--- src/rtl/eth_tx_word_unpack_pkg.sv ---
// Shared types and constants for the TX word-to-byte unpacker.
// Byte lane selection lives here so the datapath and any checker agree on ordering.
package eth_tx_word_unpack_pkg;

    localparam int BYTES_PER_WORD = 4;
    localparam int IDX_W          = 2;
    localparam int BYTE_W         = 8;

    typedef enum logic {
        ST_IDLE = 1'b0,
        ST_RUN  = 1'b1
    } state_t;

    // MSB-first streams walk the word from the top lane downward.
    function automatic logic [IDX_W-1:0] lane_for_idx(input logic [IDX_W-1:0] idx,
                                                      input logic             lsb_first);
        return lsb_first ? idx : (IDX_W'(BYTES_PER_WORD - 1) - idx);
    endfunction

endpackage

--- src/rtl/eth_tx_word_unpack_if.sv ---
// FIFO read port, byte stream and frame control bundled for the TX unpacker.
// master is the unpacker side, slave is the FIFO/MAC/controller side.
interface eth_tx_word_unpack_if #(
    parameter int DATA_W = 32,
    parameter int LEN_W  = 11
);
    logic              start;
    logic [LEN_W-1:0]  frame_len;
    logic              busy;
    logic              done;
    logic              fifo_rd_en;
    logic [DATA_W-1:0] fifo_rd_data;
    logic              fifo_rd_empty;
    logic [7:0]        tx_data;
    logic              tx_valid;
    logic              tx_last;
    logic              tx_ready;

    modport master (
        input  start, frame_len, fifo_rd_data, fifo_rd_empty, tx_ready,
        output busy, done, fifo_rd_en, tx_data, tx_valid, tx_last
    );

    modport slave (
        output start, frame_len, fifo_rd_data, fifo_rd_empty, tx_ready,
        input  busy, done, fifo_rd_en, tx_data, tx_valid, tx_last
    );

endinterface

--- src/rtl/eth_tx_word_unpack_word.sv ---
// Two-deep word buffer (current + prefetch) with the byte select mux.
// An arriving word fills whichever slot is free after this cycle's advance.
module eth_tx_word_unpack_word
    import eth_tx_word_unpack_pkg::*;
#(
    parameter int DATA_W    = 32,
    parameter int LSB_FIRST = 1
) (
    input  logic              clk,
    input  logic              rst_n,
    input  logic              load,
    input  logic [DATA_W-1:0] load_data,
    input  logic              advance,
    input  logic [IDX_W-1:0]  idx,
    output logic              cur_valid,
    output logic              nxt_valid,
    output logic [BYTE_W-1:0] byte_out
);

    logic [DATA_W-1:0] cur_word;
    logic [DATA_W-1:0] nxt_word;
    logic [IDX_W-1:0]  lane;

    always_ff @(posedge clk or negedge rst_n) begin
        if (!rst_n) begin
            cur_word  <= '0;
            nxt_word  <= '0;
            cur_valid <= 1'b0;
            nxt_valid <= 1'b0;
        end else if (advance) begin
            if (nxt_valid) begin
                cur_word  <= nxt_word;
                nxt_valid <= load;
                if (load) begin
                    nxt_word <= load_data;
                end
            end else begin
                cur_valid <= load;
                if (load) begin
                    cur_word <= load_data;
                end
            end
        end else if (load) begin
            if (!cur_valid) begin
                cur_word  <= load_data;
                cur_valid <= 1'b1;
            end else begin
                nxt_word  <= load_data;
                nxt_valid <= 1'b1;
            end
        end
    end

    assign lane     = lane_for_idx(idx, LSB_FIRST != 0);
    assign byte_out = cur_word[int'(lane) * BYTE_W +: BYTE_W];

endmodule

--- src/rtl/eth_tx_word_unpack.sv ---
// TX reader: pulls 32-bit words from the frame FIFO and streams them as bytes.
// Reads are throttled so in-flight plus buffered words never exceed the two-word buffer.
module eth_tx_word_unpack
    import eth_tx_word_unpack_pkg::*;
#(
    parameter int DATA_W     = 32,
    parameter int LEN_W      = 11,
    parameter int RD_LATENCY = 1,
    parameter int LSB_FIRST  = 1
) (
    input  logic                 clk,
    input  logic                 rst_n,
    eth_tx_word_unpack_if.master bus
);

    state_t           state;
    state_t           state_nxt;
    logic [LEN_W-2:0] words_to_fetch;
    logic [LEN_W-2:0] words_for_len;
    logic [LEN_W-1:0] bytes_left;
    logic [IDX_W-1:0] idx;
    logic [RD_LATENCY-1:0] rd_pipe;
    logic             done_q;
    logic             cur_valid;
    logic             nxt_valid;
    logic [BYTE_W-1:0] byte_out;
    logic [1:0]       in_flight;
    logic [2:0]       occupancy;
    logic             launch;
    logic             rd_en;
    logic             handshake;
    logic             last_byte;
    logic             advance_word;
    logic             arrive;
    logic             final_pending;

    assign words_for_len = (LEN_W-1)'(bus.frame_len[LEN_W-1:2])
                         + (LEN_W-1)'(bus.frame_len[1:0] != 2'b00);
    assign arrive        = rd_pipe[RD_LATENCY-1];
    assign final_pending = (bytes_left == LEN_W'(1));

    always_comb begin
        in_flight = '0;
        for (int i = 0; i < RD_LATENCY; i++) begin
            in_flight = in_flight + 2'(rd_pipe[i]);
        end
        occupancy = 3'(in_flight) + 3'(cur_valid) + 3'(nxt_valid);
    end

    always_ff @(posedge clk or negedge rst_n) begin
        if (!rst_n) begin
            state <= ST_IDLE;
        end else begin
            state <= state_nxt;
        end
    end

    always_comb begin
        state_nxt = state;
        launch    = 1'b0;
        rd_en     = 1'b0;
        handshake = 1'b0;
        last_byte = 1'b0;
        case (state)
            ST_IDLE: begin
                if (bus.start && bus.frame_len != '0) begin
                    launch    = 1'b1;
                    state_nxt = ST_RUN;
                end
            end
            ST_RUN: begin
                rd_en     = !bus.fifo_rd_empty && words_to_fetch != '0 && occupancy < 3'd2;
                handshake = cur_valid && bus.tx_ready;
                last_byte = handshake && final_pending;
                if (last_byte) begin
                    state_nxt = ST_IDLE;
                end
            end
            default: state_nxt = ST_IDLE;
        endcase
    end

    // A word is retired at its fourth byte or at the frame's final byte, whichever comes first.
    assign advance_word = handshake && (idx == IDX_W'(BYTES_PER_WORD - 1) || last_byte);

    always_ff @(posedge clk or negedge rst_n) begin
        if (!rst_n) begin
            words_to_fetch <= '0;
            bytes_left     <= '0;
            idx            <= '0;
            rd_pipe        <= '0;
            done_q         <= 1'b0;
        end else begin
            rd_pipe <= RD_LATENCY'({rd_pipe, rd_en});
            done_q  <= last_byte;
            if (launch) begin
                words_to_fetch <= words_for_len;
                bytes_left     <= bus.frame_len;
                idx            <= '0;
            end else begin
                if (rd_en) begin
                    words_to_fetch <= words_to_fetch - (LEN_W-1)'(1);
                end
                if (handshake) begin
                    bytes_left <= bytes_left - LEN_W'(1);
                    idx        <= last_byte ? '0 : idx + IDX_W'(1);
                end
            end
        end
    end

    eth_tx_word_unpack_word #(
        .DATA_W    (DATA_W),
        .LSB_FIRST (LSB_FIRST)
    ) u_word (
        .clk       (clk),
        .rst_n     (rst_n),
        .load      (arrive),
        .load_data (bus.fifo_rd_data),
        .advance   (advance_word),
        .idx       (idx),
        .cur_valid (cur_valid),
        .nxt_valid (nxt_valid),
        .byte_out  (byte_out)
    );

    assign bus.fifo_rd_en = rd_en;
    assign bus.tx_data    = byte_out;
    assign bus.tx_valid   = cur_valid;
    assign bus.tx_last    = cur_valid && final_pending;
    assign bus.busy       = (state == ST_RUN);
    assign bus.done       = done_q;

endmodule

--- src/flat_wrapper.sv ---
// flat-port wrapper written by rule: the top's interface ports become plain ports
module eth_tx_word_unpack_flat import eth_tx_word_unpack_pkg::*;
#(
    parameter int DATA_W     = 32,
    parameter int LEN_W      = 11,
    parameter int RD_LATENCY = 1,
    parameter int LSB_FIRST  = 1
)
  (clk, rst_n, bus_start, bus_frame_len, bus_fifo_rd_data, bus_fifo_rd_empty, bus_tx_ready, bus_busy, bus_done, bus_fifo_rd_en, bus_tx_data, bus_tx_valid, bus_tx_last);
  eth_tx_word_unpack_if #(.DATA_W(DATA_W), .LEN_W(LEN_W)) bus_i ();
  input  logic clk;
  input  logic rst_n;
  input wire logic [$bits(bus_i.start)-1:0] bus_start;
  input wire logic [$bits(bus_i.frame_len)-1:0] bus_frame_len;
  input wire logic [$bits(bus_i.fifo_rd_data)-1:0] bus_fifo_rd_data;
  input wire logic [$bits(bus_i.fifo_rd_empty)-1:0] bus_fifo_rd_empty;
  input wire logic [$bits(bus_i.tx_ready)-1:0] bus_tx_ready;
  output wire logic [$bits(bus_i.busy)-1:0] bus_busy;
  output wire logic [$bits(bus_i.done)-1:0] bus_done;
  output wire logic [$bits(bus_i.fifo_rd_en)-1:0] bus_fifo_rd_en;
  output wire logic [$bits(bus_i.tx_data)-1:0] bus_tx_data;
  output wire logic [$bits(bus_i.tx_valid)-1:0] bus_tx_valid;
  output wire logic [$bits(bus_i.tx_last)-1:0] bus_tx_last;
  assign bus_i.start = bus_start;
  assign bus_i.frame_len = bus_frame_len;
  assign bus_i.fifo_rd_data = bus_fifo_rd_data;
  assign bus_i.fifo_rd_empty = bus_fifo_rd_empty;
  assign bus_i.tx_ready = bus_tx_ready;
  assign bus_busy = bus_i.busy;
  assign bus_done = bus_i.done;
  assign bus_fifo_rd_en = bus_i.fifo_rd_en;
  assign bus_tx_data = bus_i.tx_data;
  assign bus_tx_valid = bus_i.tx_valid;
  assign bus_tx_last = bus_i.tx_last;
  eth_tx_word_unpack #(.DATA_W(DATA_W), .LEN_W(LEN_W), .RD_LATENCY(RD_LATENCY), .LSB_FIRST(LSB_FIRST)) u_core (.clk(clk), .rst_n(rst_n), .bus(bus_i));
endmodule
--- config.mk ---
export PLATFORM = sky130hd
export DESIGN_NAME = eth_tx_word_unpack_flat
export DESIGN_NICKNAME = d
export VERILOG_FILES = /design/src/rtl/eth_tx_word_unpack_pkg.sv /design/src/rtl/eth_tx_word_unpack_if.sv /design/src/rtl/eth_tx_word_unpack_word.sv /design/src/rtl/eth_tx_word_unpack.sv /design/src/flat_wrapper.sv
export SDC_FILE = /design/constraint.sdc
export NUM_CORES = 1
export LEC_CHECK = 0
export CAP_MARGIN = 40
export CELL_PAD_IN_SITES_DETAIL_PLACEMENT = 2
export CELL_PAD_IN_SITES_GLOBAL_PLACEMENT = 2
export CORE_MARGIN = 10
export CORE_UTILIZATION = 45
export CTS_CLUSTER_SIZE = 12
export DETAILED_ROUTE_END_ITERATION = 8
export DONT_BUFFER_PORTS = 1
export GPL_TIMING_DRIVEN = 0
export HOLD_SLACK_MARGIN = 0.08
export PLACE_DENSITY_LB_ADDON = 0.2
export SLEW_MARGIN = 15
export SYNTH_ARGS = -nofsm -noshare
export SYNTH_HDL_FRONTEND = slang
export SYNTH_HIERARCHICAL = 1
export SYNTH_SLANG_ARGS = --single-unit
--- constraint.sdc ---
create_clock -name clk -period 3 [get_ports clk]
set_input_delay 0.6 -clock clk [delete_from_list [all_inputs] [get_ports clk]]
set_output_delay 0.6 -clock clk [all_outputs]
set_load 0.05 [all_outputs]
; After elaboration in Yosys (flattened, before gate mapping)
; Cells that the tools add are included.
[totals]
regBits = 92
inputBits = 48
output_inout_bits = 13
elab_cells = 75
[classes]
n_addsub = 6
order_cmp = 1
n_eq_ne = 5
shift = 1
mux = 30
bitwise = 1
reduce_logical = 21
[ops]
columns = operator, n
row1 = 32-bit two-way mux, 9
row2 = 32-bit by 6-bit indexed part select with 8-bit output, 1
row3 = 11-bit two-way mux, 2
row4 = 10-bit two-way mux, 2
row5 = 1-bit two-way mux, 13
row6 = 2-bit nonzero test, 6
row7 = "11-bit by 1-bit equality test with 1-bit output, second input constant", 1
row8 = 11-bit nonzero test, 1
row9 = "11-bit by 1-bit subtractor with 11-bit output, second input constant", 1
row10 = 9-bit by 1-bit adder with 10-bit output, 1
row11 = 10-bit nonzero test, 1
row12 = "10-bit by 1-bit subtractor with 10-bit output, second input constant", 1
row13 = 1-bit logical AND, 7
row14 = 2-bit two-way mux, 3
row15 = 3-bit AND reduction, 2
row16 = "2-bit != test, second input constant", 2
row17 = 2-bit AND reduction, 2
row18 = 3-bit by 1-bit adder with 3-bit output, 1
row19 = "3-bit by 2-bit < comparator with 1-bit output, second input constant", 1
row20 = 1-bit by 1-bit adder with 2-bit output, 1
row21 = "2-bit by 1-bit adder with 2-bit output, second input constant", 1
row22 = "2-bit equality test, second input constant", 1
row23 = "2-bit by 1-bit != test with 1-bit output, second input constant", 1
row24 = 1-bit case mux with 2 select lines, 1
row25 = 3 further kinds, 3

; Longest topological paths before layout
; Gate-level depths: netlist of run 1.
[logic_depth]
word_depth = 7
depth_mapped = 10
ltp_nobuf = 9

; Hierarchy
; The synthesis of run 1 kept the hierarchy.
[by_module_without_submodules]
columns = module, n_inst, cells_each, area_each_um2, seq_area_each_um2
row1 = eth_tx_word_unpack_word, 1, 193, 3443.3, 1651.6
row2 = eth_tx_word_unpack, 1, 184, 1762.9, 650.6

; Worst setup path after synthesis of run 1
; Ideal clock, no wire load.
[synth_timing]
path_type = reg2reg
startpoint = reg u_core.bytes_left[8]
endpoint = reg u_core.u_word.cur_word[0]
setup_time_ns = 0.125
arrival_time_ns = 2.428
required_ns = 2.875
slack_ns = 0.447
stages_incl_launch_ff = 9
path_buffers = 1
synth_period_minus_slack_ns = 2.553
path_cell_list = dfrtp_1 or4_4 nor4_4 nor2_1 nor2_1 nand2_4 buf_6 mux2_4 mux2_4
[synth_via]
elab_chain_cells = 7
word_cells_on_any_way = 9
cone_classes = eq/ne: 2 / mux: 2 / reduce/logical: 5
[synth_rtl]
columns = item, line
row1 = "start, declared", eth_tx_word_unpack.sv:20  ; logic [LEN_W-1:0] bytes_left;
row2 = "start signal, assigned", eth_tx_word_unpack.sv:98  ; bytes_left <= bus.frame_len;
row3 = "start signal, assigned", eth_tx_word_unpack.sv:105  ; bytes_left <= bytes_left - LEN_W'(1);
row4 = 11-bit by 1-bit equality test with 1-bit output (*), eth_tx_word_unpack.sv:40  ; assign final_pending = (bytes_left == LEN_W'(1));
row5 = 1-bit logical AND (*), eth_tx_word_unpack.sv:74  ; last_byte = handshake && final_pending;
row6 = 1-bit two-way mux (*), eth_tx_word_unpack.sv:64  ; case (state)
row7 = 1-bit logical OR (*), eth_tx_word_unpack.sv:84  ; assign advance_word = handshake && (idx == IDX_W'(BYTES_PER_WORD - 1) || last_byte);
row8 = 1-bit logical AND (*), eth_tx_word_unpack.sv:84
row9 = via u_core.advance_word, eth_tx_word_unpack.sv:33  ; logic advance_word;
row10 = 2-bit by 1-bit != test with 1-bit output (no line) or 2-bit nonzero test (tied branches), --
row11 = 3-bit AND reduction (no line), --
row12 = "end signal, assigned", eth_tx_word_unpack_word.sv:32  ; cur_word <= nxt_word;
row13 = "end signal, assigned", eth_tx_word_unpack_word.sv:40  ; cur_word <= load_data;
row14 = "end signal, assigned", eth_tx_word_unpack_word.sv:45  ; cur_word <= load_data;
row15 = "end, declared", eth_tx_word_unpack_word.sv:20  ; logic [DATA_W-1:0] cur_word;
; The timed path passes the listed nets; every way through them passes the cells marked *.
; A chain may end at the register's enable or synchronous reset.

; Final worst setup path of run 1
[layout_timing]
startpoint = reg u_core.u_word.nxt_valid
endpoint = out bus_fifo_rd_en
[layout_via]
elab_chain_cells = 4
[layout_rtl]
columns = item, line
row1 = "start, declared", eth_tx_word_unpack_word.sv:16  ; output logic nxt_valid,
row2 = "start signal, assigned", eth_tx_word_unpack_word.sv:33  ; nxt_valid <= load;
row3 = 3-bit by 1-bit adder with 3-bit output, eth_tx_word_unpack.sv:47  ; occupancy = 3'(in_flight) + 3'(cur_valid) + 3'(nxt_valid);
row4 = 3-bit by 2-bit < comparator with 1-bit output, eth_tx_word_unpack.sv:72  ; rd_en = !bus.fifo_rd_empty && words_to_fetch != '0 && occupancy < 3'd2;
row5 = 1-bit logical AND, eth_tx_word_unpack.sv:72
row6 = 1-bit two-way mux, eth_tx_word_unpack.sv:64
row7 = "end, declared", flat_wrapper.sv:20  ; output wire logic [$bits(bus_i.fifo_rd_en)-1:0] bus_fifo_rd_en;
; Every way passes these cells.

==> metrics, run 1 <==
# H-tree levels 3; Setup Buffers After CTS 0; nets@finish 445; worst-margin pin slew 676 ps; outcome finished clean; Die Wd 128 um; Ys Warns 6; residual DRC count 0; unrepaired setup endpoints after global routing no; first-pass GRT wire length about 23 mm; Switching Fraction about two fifths; Initial Utilization 45.8%; setup ws final about 160 ps; GRT Total Usage 18.1%; WL per Instance 27.0 um; CTS tree done; Place WS 44.5 ps; Slew HR a little over half; Via Count 3164; Post-synth EDFFs 0; largest net degree at the start of global routing 93; GPL Wtd Cong 0.725; grt met2 use 33.0%; Netlist cell types 60; final WL 14.5 mm; Clock Power Share ~18%; Slew Viols, Final 0; commonest non-fill, non-tap cell in the layout dfrtp_1; GR Layer Usage met3 under 10%; die area 16300 um2; Worst Path Required 2400 ps; Crit Path Category reg2out; Worst Clk Skew ~4.6 ps; max_cap viols 0; Cell Rows 39; GR Overflow Total 0; layout cell share with drive strength beyond 1 a little under 40%; VDD IR max ~0.61 mV; Clock transition at path regs 70 ps; register area share after synthesis 44.2%; combinational cell fraction of total power between 40% and 50%; GRT met1 Usage 19.6%; initial antenna violation count 0; clk buf depth 2; clock sink count 92; I/O Pins 61; antenna-violating nets left 0; port bufs 0; Top FF cell, synth dfrtp_1; Final setup viols 0; fmax 352 MHz; Syn-to-layout area delta 10.5%; Seq pwr share 36.2%; post-layout min period 2840 ps; Post-Syn Area 5210 um2; diodes inserted 0; overall die height ~130 um; largest fanout on the critical path 9; cell internal pwr 4.10 mW; utilization after layout 50.6%; Post-Synthesis Cells 377; P_sw about 2.7 mW; Clock Latency Late Sink 350 ps; number of synthesized register bits 92; Setup crit end kind primary output; Initial DRC Count 159; ys async rst share 100%; core area about 11000 um2; Pleak 2.60 nW; critical path launch point type flop; GRT busiest layer met2; Mean Syn Cell Area 13.8 um2; commonest non-fill, non-tap cells in the layout dfrtp_1 (91), mux2_4 (90), nand2_1 (17); syn nets 432; Fin Setup TNS 0 ps; First-pass DRT Iterations 4; via-per-instance ratio 5.88; Hold Fails Final Rpt 0; HP Class in2async; HPWL after DPL 9.29 mm; CTS root buf clkbuf_16; pwr/cell area 1180 nW/um2; crit share post-route 94.8%; vias in the first global route roughly 3700; total CTS buffers 9; Arr. time, crit path around 2200 ps
synth_stat cells (3+ instances only):
library cell | count | area [um2]
mux2i_1 | 12 | 120
xor2_1 | 3 | 26.3
buf_6 | 8 | 90.1
mux2_2 | 6 | 67.6
o21ai_1 | 5 | 25.0
nand4_1 | 5 | 31.3
mux2_4 | 90 | 1350
nor4_1 | 3 | 18.8
o31ai_1 | 3 | 22.5
o21ai_0 | 6 | 30.0
dfrtp_1 | 92 | 2300
nand3_1 | 9 | 45.0
inv_1 | 9 | 33.8
ha_1 | 7 | 87.6
a21oi_1 | 12 | 60.1
nand3b_1 | 3 | 22.5
buf_4 | 3 | 22.5
nor3_1 | 7 | 35.0
xnor2_1 | 7 | 61.3
nor2_1 | 14 | 52.6
mux4_2 | 8 | 180
nand2_1 | 17 | 63.8
and3_1 | 3 | 18.8
through the flow:
step	area (um2)	hold WS [ps]	cells	power, mW
after floorplan	5210	304	377	4.83
after detailed placement	5400	307	521	5.45
after CTS	5750	179	538	6.86
final	5750	160	538	6.81
after global routing	5750	191	538	7.16
after global placement	5390	308	520	5.27
sequential cells by signal, indices dropped and copies added (netlist names):
signal	count
u_core/u_word/cur_word	32
u_core/u_word/nxt_word	32
u_core/bytes_left	11
u_core/words_to_fetch	10
u_core/idx	2
u_core/arrive	1
u_core/bus.busy	1
u_core/bus.done	1
u_core/u_word/cur_valid	1
u_core/u_word/nxt_valid	1
final timing paths:
| kind | startpoint | to | slack (ps) | cells after the start |
|---|---|---|---|---|
| setup / recovery | u_core/u_word/nxt_valid | bus_fifo_rd_en | 160 | 4 |
| hold / removal | rst_n | u_core/u_word/cur_word[0] | 160 | 1 |
| setup reg to reg | u_core/bytes_left[8] | u_core/u_word/cur_word[23] | 180 | 8 |
| hold reg to reg | u_core/u_word/nxt_word[21] | u_core/u_word/nxt_word[21] | 520 | 1 |
| max in group asynchronous | rst_n | u_core/bus.busy | 2440 | 1 |
| min in group clk | bus_frame_len[6] | u_core/bytes_left[6] | 370 | 2 |
repair_timing:
item	in CTS	in global routing
gates resized for setup	2	1
pin swaps	0	0
endpoints found under the hold margin	92	0
hold buffers	1	0
setup endpoints to repair	2	1
metal layers:
metal | share of wire [%] | routed length [um]
met1 | 39 | 5620
met2 | 54 | 7850
met3 | 5.0 | 727
met4 | 2.4 | 348
met5 | 0 | 0
kinds of logic after synthesis:
group / count (synthesis) / share of synthesized area (%)
adders and majority gates: 7 / 1.68
DFF: 92 / 44.2
xor gates and xnor gates: 10 / 1.68
muxes: 116 / 33.0
buffers and inverters: 25 / 3.41
and+or+nand+nor: 81 / 9.44
AOI/OAI and AO/OA: 46 / 6.54
power by group through the flow:
stage | sequential (mW) | clock [mW] | combinational [mW]
global route | 2.53 | 1.31 | 3.32
finish | 2.46 | 1.23 | 3.12
detailed placement | 2.44 | 0 | 3.02
CTS | 2.46 | 1.25 | 3.14
global placement | 2.39 | 0 | 2.88
floorplan | 2.24 | 0 | 2.58
layout make-up:
class	instances	area, um2
fill	1051	5620
multi-input combinational	260	2730
sequential	92	2300
clock buffer	9	225
tap	143	179
buffer	16	144
clock inverter	7	93.8
timing repair buffer	2	42.5
inverter	9	33.8
worst max-delay path: stages, from the launching register on:
cell	delay, ps
dfrtp_1	480
ha_1	270
nor3b_4	380
a21boi_2	370
and2_2	400
No activity file was read; power rests on OpenSTA's default activity.
==> run 2, diff against run 1 <==
- CELL_PAD_IN_SITES_DETAIL_PLACEMENT: 2 -> default
- CELL_PAD_IN_SITES_GLOBAL_PLACEMENT: 2 -> default
- CORE_UTILIZATION: 45 -> 50
==> run 2 against run 1 <==
Against the previous run: sequential cell count is the same; clock skew is 8.2 ps higher; via count decreased by 3.2%; worst setup slack improved by 64 ps; sequential power is 3% lower; combinational power shrank 4%; core utilization is 4.6 points higher; final cell count down 1.5%.
==> metrics, run 2 (synthesis results as in run 1) <==
GR Overflow Total 0 (unchanged); VDD IR max 0.467 mV (was 0.611 mV); Slew Viols, Final 0 (unchanged); CTS tree done (unchanged); CTS root buf clkbuf_8 (was clkbuf_16); Crit Path Category reg2out (unchanged); HPWL after DPL 7.72 mm (was 9.29 mm); Final setup viols 0 (unchanged); Pleak 2.56 nW (was 2.60 nW); Slew HR 57.5% (was 54.6%); port bufs 0 (unchanged); pwr/cell area 1110 nW/um2 (was 1180 nW/um2); commonest non-fill, non-tap cell in the layout dfrtp_1 (unchanged); # H-tree levels 3 (unchanged); overall die height 122 um (was 128 um); max_cap viols 0 (unchanged); Syn-to-layout area delta 8.51% (was 10.5%); Fin Setup TNS 0 ps (unchanged); worst-margin pin slew 637 ps (was 676 ps); HP Class in2async (unchanged); fmax 360 MHz (was 352 MHz); Clock Latency Late Sink 370 ps (was 350 ps); crit-path leading delay family simple AND/OR/NAND/NOR gates (unchanged); largest registers u_core/u_word/cur_word x32, u_core/u_word/nxt_word x32, u_core/bytes_left x11 (unchanged); initial antenna violation count 0 (unchanged); First-pass DRT Iterations 4 (unchanged); unrepaired setup endpoints after global routing no (unchanged); crit share post-route 92.7% (was 94.8%); antenna-violating nets left 0 (unchanged); Setup crit end kind primary output (unchanged); Critical path buffers and inverters 0 (unchanged); residual DRC count 0 (unchanged); commonest non-fill, non-tap cells in the layout dfrtp_1 (91), mux2_4 (90), nand2_1 (17) (unchanged); first-pass GRT wire length 17.8 mm (was 22.7 mm); I/O Pins 61 (unchanged); Fill cells 835 (was 1051); Die Wd 122 um (was 128 um); outcome finished clean (unchanged); Worst Path Required 2400 ps (about the same); GPL Wtd Cong 0.809 (was 0.725); Cell Rows 37 (was 39); Hold WS 146 ps (was 160 ps); Via Count 3063 (was 3164); largest fanout on the critical path 6 (was 9); critical path launch point type flop (unchanged); die area 14900 um2 (was 16300 um2); Setup Buffers After CTS 0 (unchanged); final WL 11.0 mm (was 14.5 mm); Hold Fails Final Rpt 0 (unchanged); Clock transition at path regs 90 ps (was 70 ps); Worst Clk Skew 12.7 ps (was 4.56 ps); diodes inserted 0 (unchanged); via-per-instance ratio 5.78 (was 5.88); crit path cell chain or4_4 -> nor4_4 -> and2_2 (was ha_1 -> nor3b_4 -> a21boi_2 -> and2_2); GRT Total Usage 15.4% (was 18.1%); crit-path max cell delay 590 ps (was 480 ps); clk buf depth 2 (unchanged); post-layout min period 2780 ps (was 2840 ps); nets@finish 445 (unchanged); total CTS buffers 9 (unchanged); Initial Utilization 50.9% (was 45.8%); crit path max-delay cell type or4_4 (was dfrtp_1); core area 10200 um2 (was 11400 um2); vias in the first global route 3150 (was 3747); clock sink count 92 (unchanged); largest net degree at the start of global routing 93 (unchanged); layout cell share with drive strength beyond 1 38.8% (was 39.2%); Arr. time, crit path 2180 ps (was 2240 ps); WL per Instance 20.8 um (was 27.0 um); Initial DRC Count 177 (was 159)
run 2: cell types whose count changed in the layout (fill, tap and decap cells not counted), sizes merged:
cell / previous run / this run
bufinv: 1 / 2
clkbuf: 11 / 12
clkinv: 2 / 0
inv: 12 / 11
run 2: worst register-to-register path, stage by stage (launching register included):
cell	delay [ps]
dfrtp_1	410
or4_4	590
nor4_4	430
nor2_1	90
nor2_2	230
nand2_4	140
buf_6	200
mux2_4	310
mux2_4	260
run 2: stage by stage:
stage               setup WS (ps)  util [%]  instance area (um2)  total power, mW  instances
finish                        220      55.2                 5650             6.29        530
global route                 52.6      55.2                 5650             6.68        530
CTS                          11.7      55.2                 5650             6.34        530
detailed placement            143      52.8                 5400             5.36        514
global placement              190      52.5                 5380             5.24        513
floorplan                     447         -                 5210             4.83        377
run 2: metal layers:
metal,GRT usage (%),share of wire [%],up-vias
met2,21.4,45,56
met4,6.04,1.7,0
met3,4.81,5.6,16
met1,21.8,48,1576
met5,0,0,-
li1,-,-,1415
run 2: repair_timing:
action | CTS | global route
hold endpoints to repair | 92 | 0
endpoints found under the setup margin | 1 | 57
hold buffers | 1 | 0
gates resized for setup | 1 | 2
run 2: where the power goes:
group / switching (mW) / internal (mW)
Clock: 0.453 / 0.471
Sequential: 0.508 / 1.87
Combinational: 1.42 / 1.57
Total: 2.38 / 3.91
run 2: path summary, 6_finish.rpt:
| kind | startpoint | to | slack (ps) | cells past startpoint |
|---|---|---|---|---|
| min | rst_n | u_core/u_word/nxt_word[4] | 150 | 1 |
| min in group clk | bus_frame_len[0] | u_core/bytes_left[0] | 360 | 2 |
| max in group asynchronous | rst_n | u_core/bus.busy | 2490 | 1 |
| max | u_core/bytes_left[8] | bus_tx_last | 220 | 3 |
| min reg2reg | u_core/u_word/cur_word[10] | u_core/u_word/cur_word[10] | 510 | 1 |
| max reg2reg | u_core/bytes_left[8] | u_core/u_word/cur_word[8] | 240 | 8 |
run 2: final cells by class:
cell class                      count  area, um2  area share, %
Multi-Input combinational cell    260       2730           48.3
Sequential cell                    92       2300           40.8
Tap cell                          136        170           3.01
Buffer                             16        144           2.55
Clock buffer                       10        128           2.26
Clock inverter                      5       85.1           1.51
Timing Repair Buffer                2       55.1          0.975
Inverter                            9       33.8          0.598
==> run 3, diff against run 2 <==
- BUFFER_PORTS_ARGS: default -> -buffer_cell sky130_fd_sc_hd__clkbuf_2
- DONT_BUFFER_PORTS: 1 -> default
- GPL_TIMING_DRIVEN: 0 -> default
- PLACE_DENSITY: default -> 0.77
- PLACE_DENSITY_LB_ADDON: 0.2 -> default
==> run 3 against run 2 <==
Against the previous run: sequential power is 2% lower; worst setup slack worse by 64 ps; critical path depth is 2 higher; sequential cell count stayed put; design area is 4.6% higher; wire length is 2.5% lower.
==> metrics, run 3 (synthesis results as in run 1) <==
clock sink count 92 (unchanged); max_cap viols 0 (unchanged); residual DRC count 0 (unchanged); fmax 352 MHz (was 360 MHz); commonest non-fill, non-tap cell in the layout dfrtp_1 (unchanged); final WL 10.7 mm (was 11.0 mm); GPL Wtd Cong 0.833 (was 0.809); WL per Instance 18.3 um (was 20.8 um); Slew HR 42.9% (was 57.5%); clk buf depth 2 (unchanged); Syn-to-layout area delta 13.5% (was 8.51%); CTS tree done (unchanged); total CTS buffers 9 (unchanged); crit-path leading delay family simple AND/OR/NAND/NOR gates (unchanged); pwr/cell area 1080 nW/um2 (was 1110 nW/um2); antenna-violating nets left 0 (unchanged); Initial DRC Count 258 (was 177); Slew Viols, Final 0 (unchanged); largest registers u_core/u_word/cur_word x32, u_core/u_word/nxt_word x32, u_core/bytes_left x11 (unchanged); initial antenna violation count 0 (unchanged); Hold Fails Final Rpt 0 (unchanged); crit path max-delay cell type or4_4 (unchanged); CTS root buf clkbuf_8 (unchanged); Arr. time, crit path 2240 ps (was 2180 ps); Via Count 3268 (was 3063); Design Power 6.36 mW (was 6.29 mW); HPWL after DPL 7.71 mm (was 7.72 mm); Die Wd 122 um (unchanged); crit share post-route 94.8% (was 92.7%); largest fanout on the critical path 5 (was 6); worst r2r path cells 8 (unchanged); layout cell share with drive strength beyond 1 46.7% (was 38.8%); GRT Total Usage 15.0% (was 15.4%); Critical path buffers and inverters 2 (was 0); Fin Setup TNS 0 ps (unchanged); worst-margin pin slew 856 ps (was 637 ps); crit path cell chain or4_4 -> nor4_4 -> buf_4 -> and2_2 -> clkbuf_2 (was or4_4 -> nor4_4 -> and2_2); port bufs 60 (was 0); Hold WS 263 ps (was 146 ps); worst reg2reg startpoint u_core/bytes_left[8] (unchanged); outcome finished clean (unchanged); HP Class in2async (unchanged); # H-tree levels 3 (unchanged); Crit Path Category reg2out (unchanged); commonest non-fill, non-tap cells in the layout dfrtp_1 (92), mux2_4 (90), clkbuf_2 (59) (was dfrtp_1 (91), mux2_4 (90), nand2_1 (17)); die area 14900 um2 (unchanged); Pleak 2.79 nW (was 2.56 nW); VDD IR max 0.707 mV (was 0.467 mV); largest net degree at the start of global routing 53 (was 93); Cell Rows 37 (unchanged); first-pass GRT wire length 17.9 mm (was 17.8 mm); reg2reg end u_core/u_word/cur_word[21] (was u_core/u_word/cur_word[8]); First-pass DRT Iterations 4 (unchanged); Setup crit end kind primary output (unchanged); Clock Latency Late Sink 360 ps (was 370 ps); Initial Utilization 50.9% (unchanged); I/O Pins 61 (unchanged); overall die height 122 um (unchanged); core area 10200 um2 (unchanged); post-layout min period 2840 ps (was 2780 ps); critical path launch point type flop (unchanged); Worst Clk Skew 11.1 ps (was 12.7 ps); via-per-instance ratio 5.58 (was 5.78); GR Overflow Total 0 (unchanged); crit-path max cell delay 580 ps (was 590 ps); reg-to-reg setup timing slack 290 ps (was 240 ps); unrepaired setup endpoints after global routing no (unchanged); utilization after layout 57.8% (was 55.2%); Setup Buffers After CTS 0 (unchanged); Final setup viols 0 (unchanged); Clock transition at path regs 100 ps (was 90 ps); nets@finish 500 (was 445); vias in the first global route 3510 (was 3150); diodes inserted 0 (unchanged); Worst Path Required 2400 ps (about the same)
[run 3: changes by cell type in the layout (fill, tap and decap cells not counted), sizes merged]
cell and change:
buf -2, bufinv -1, clkbuf +56, clkinv +1, inv +2
[run 3: worst reg2reg max path, stage by stage, from the launching register on]
cell	delay [ps]
dfrtp_1	420
or4_4	580
nor4_4	280
nor2_1	80
nor2_2	230
o21ai_1	160
o21ai_4	240
buf_12	280
mux2_4	330
[run 3: per-stage QoR]
step | cells | instance area [um2] | worst slack, ps
after floorplan | 377 | 5210 | 447
after global placement | 570 | 5700 | 290
after detailed placement | 570 | 5700 | 187
after CTS | 586 | 5910 | 143
after global routing | 586 | 5910 | 24.2
final | 586 | 5910 | 155
[run 3: cell type report]
class / instances / area [um2]
Timing Repair Buffer: 73 / 463
Sequential cell: 92 / 2300
Clock buffer: 9 / 124
Multi-Input combinational cell: 260 / 2730
Clock inverter: 7 / 88.8
Inverter: 9 / 33.8
Fill cell: 811 / 4320
Tap cell: 136 / 170
[run 3: layer usage]
metal	global-route usage, %	vias up	share of wire [%]
li1	-	1533	-
met1	20.5	1650	46
met2	22.8	75	47
met3	4.02	10	5.3
met4	4.32	0	1.0
met5	0	-	0
[run 3: timing repair]
item / CTS / global route
resized for setup: 0 / 1
hold buffers: 0 / 0
endpoints found under the setup margin: 0 / 10
[run 3: how the worst max path moves through the flow]
stage                         startpoint                    endpoint  cells past startpoint
finish              u_core/bytes_left[8]                 bus_tx_last                      5
global route        u_core/bytes_left[8]                 bus_tx_last                      5
CTS                 u_core/bytes_left[8]                 bus_tx_last                      5
detailed placement  u_core/bytes_left[8]  u_core/u_word/cur_word[21]                      8
global placement    u_core/bytes_left[8]  u_core/u_word/cur_word[15]                      8
floorplan           u_core/bytes_left[8]   u_core/u_word/cur_word[0]                      8
[run 3: power breakdown]
| group | switching (mW) | internal (mW) | leakage [nW] |
|---|---|---|---|
| sequential | 0.466 | 1.87 | 1.09 |
| clock | 0.488 | 0.407 | 0.106 |
| combinational | 1.49 | 1.65 | 1.60 |
| total | 2.44 | 3.92 | 2.79 |
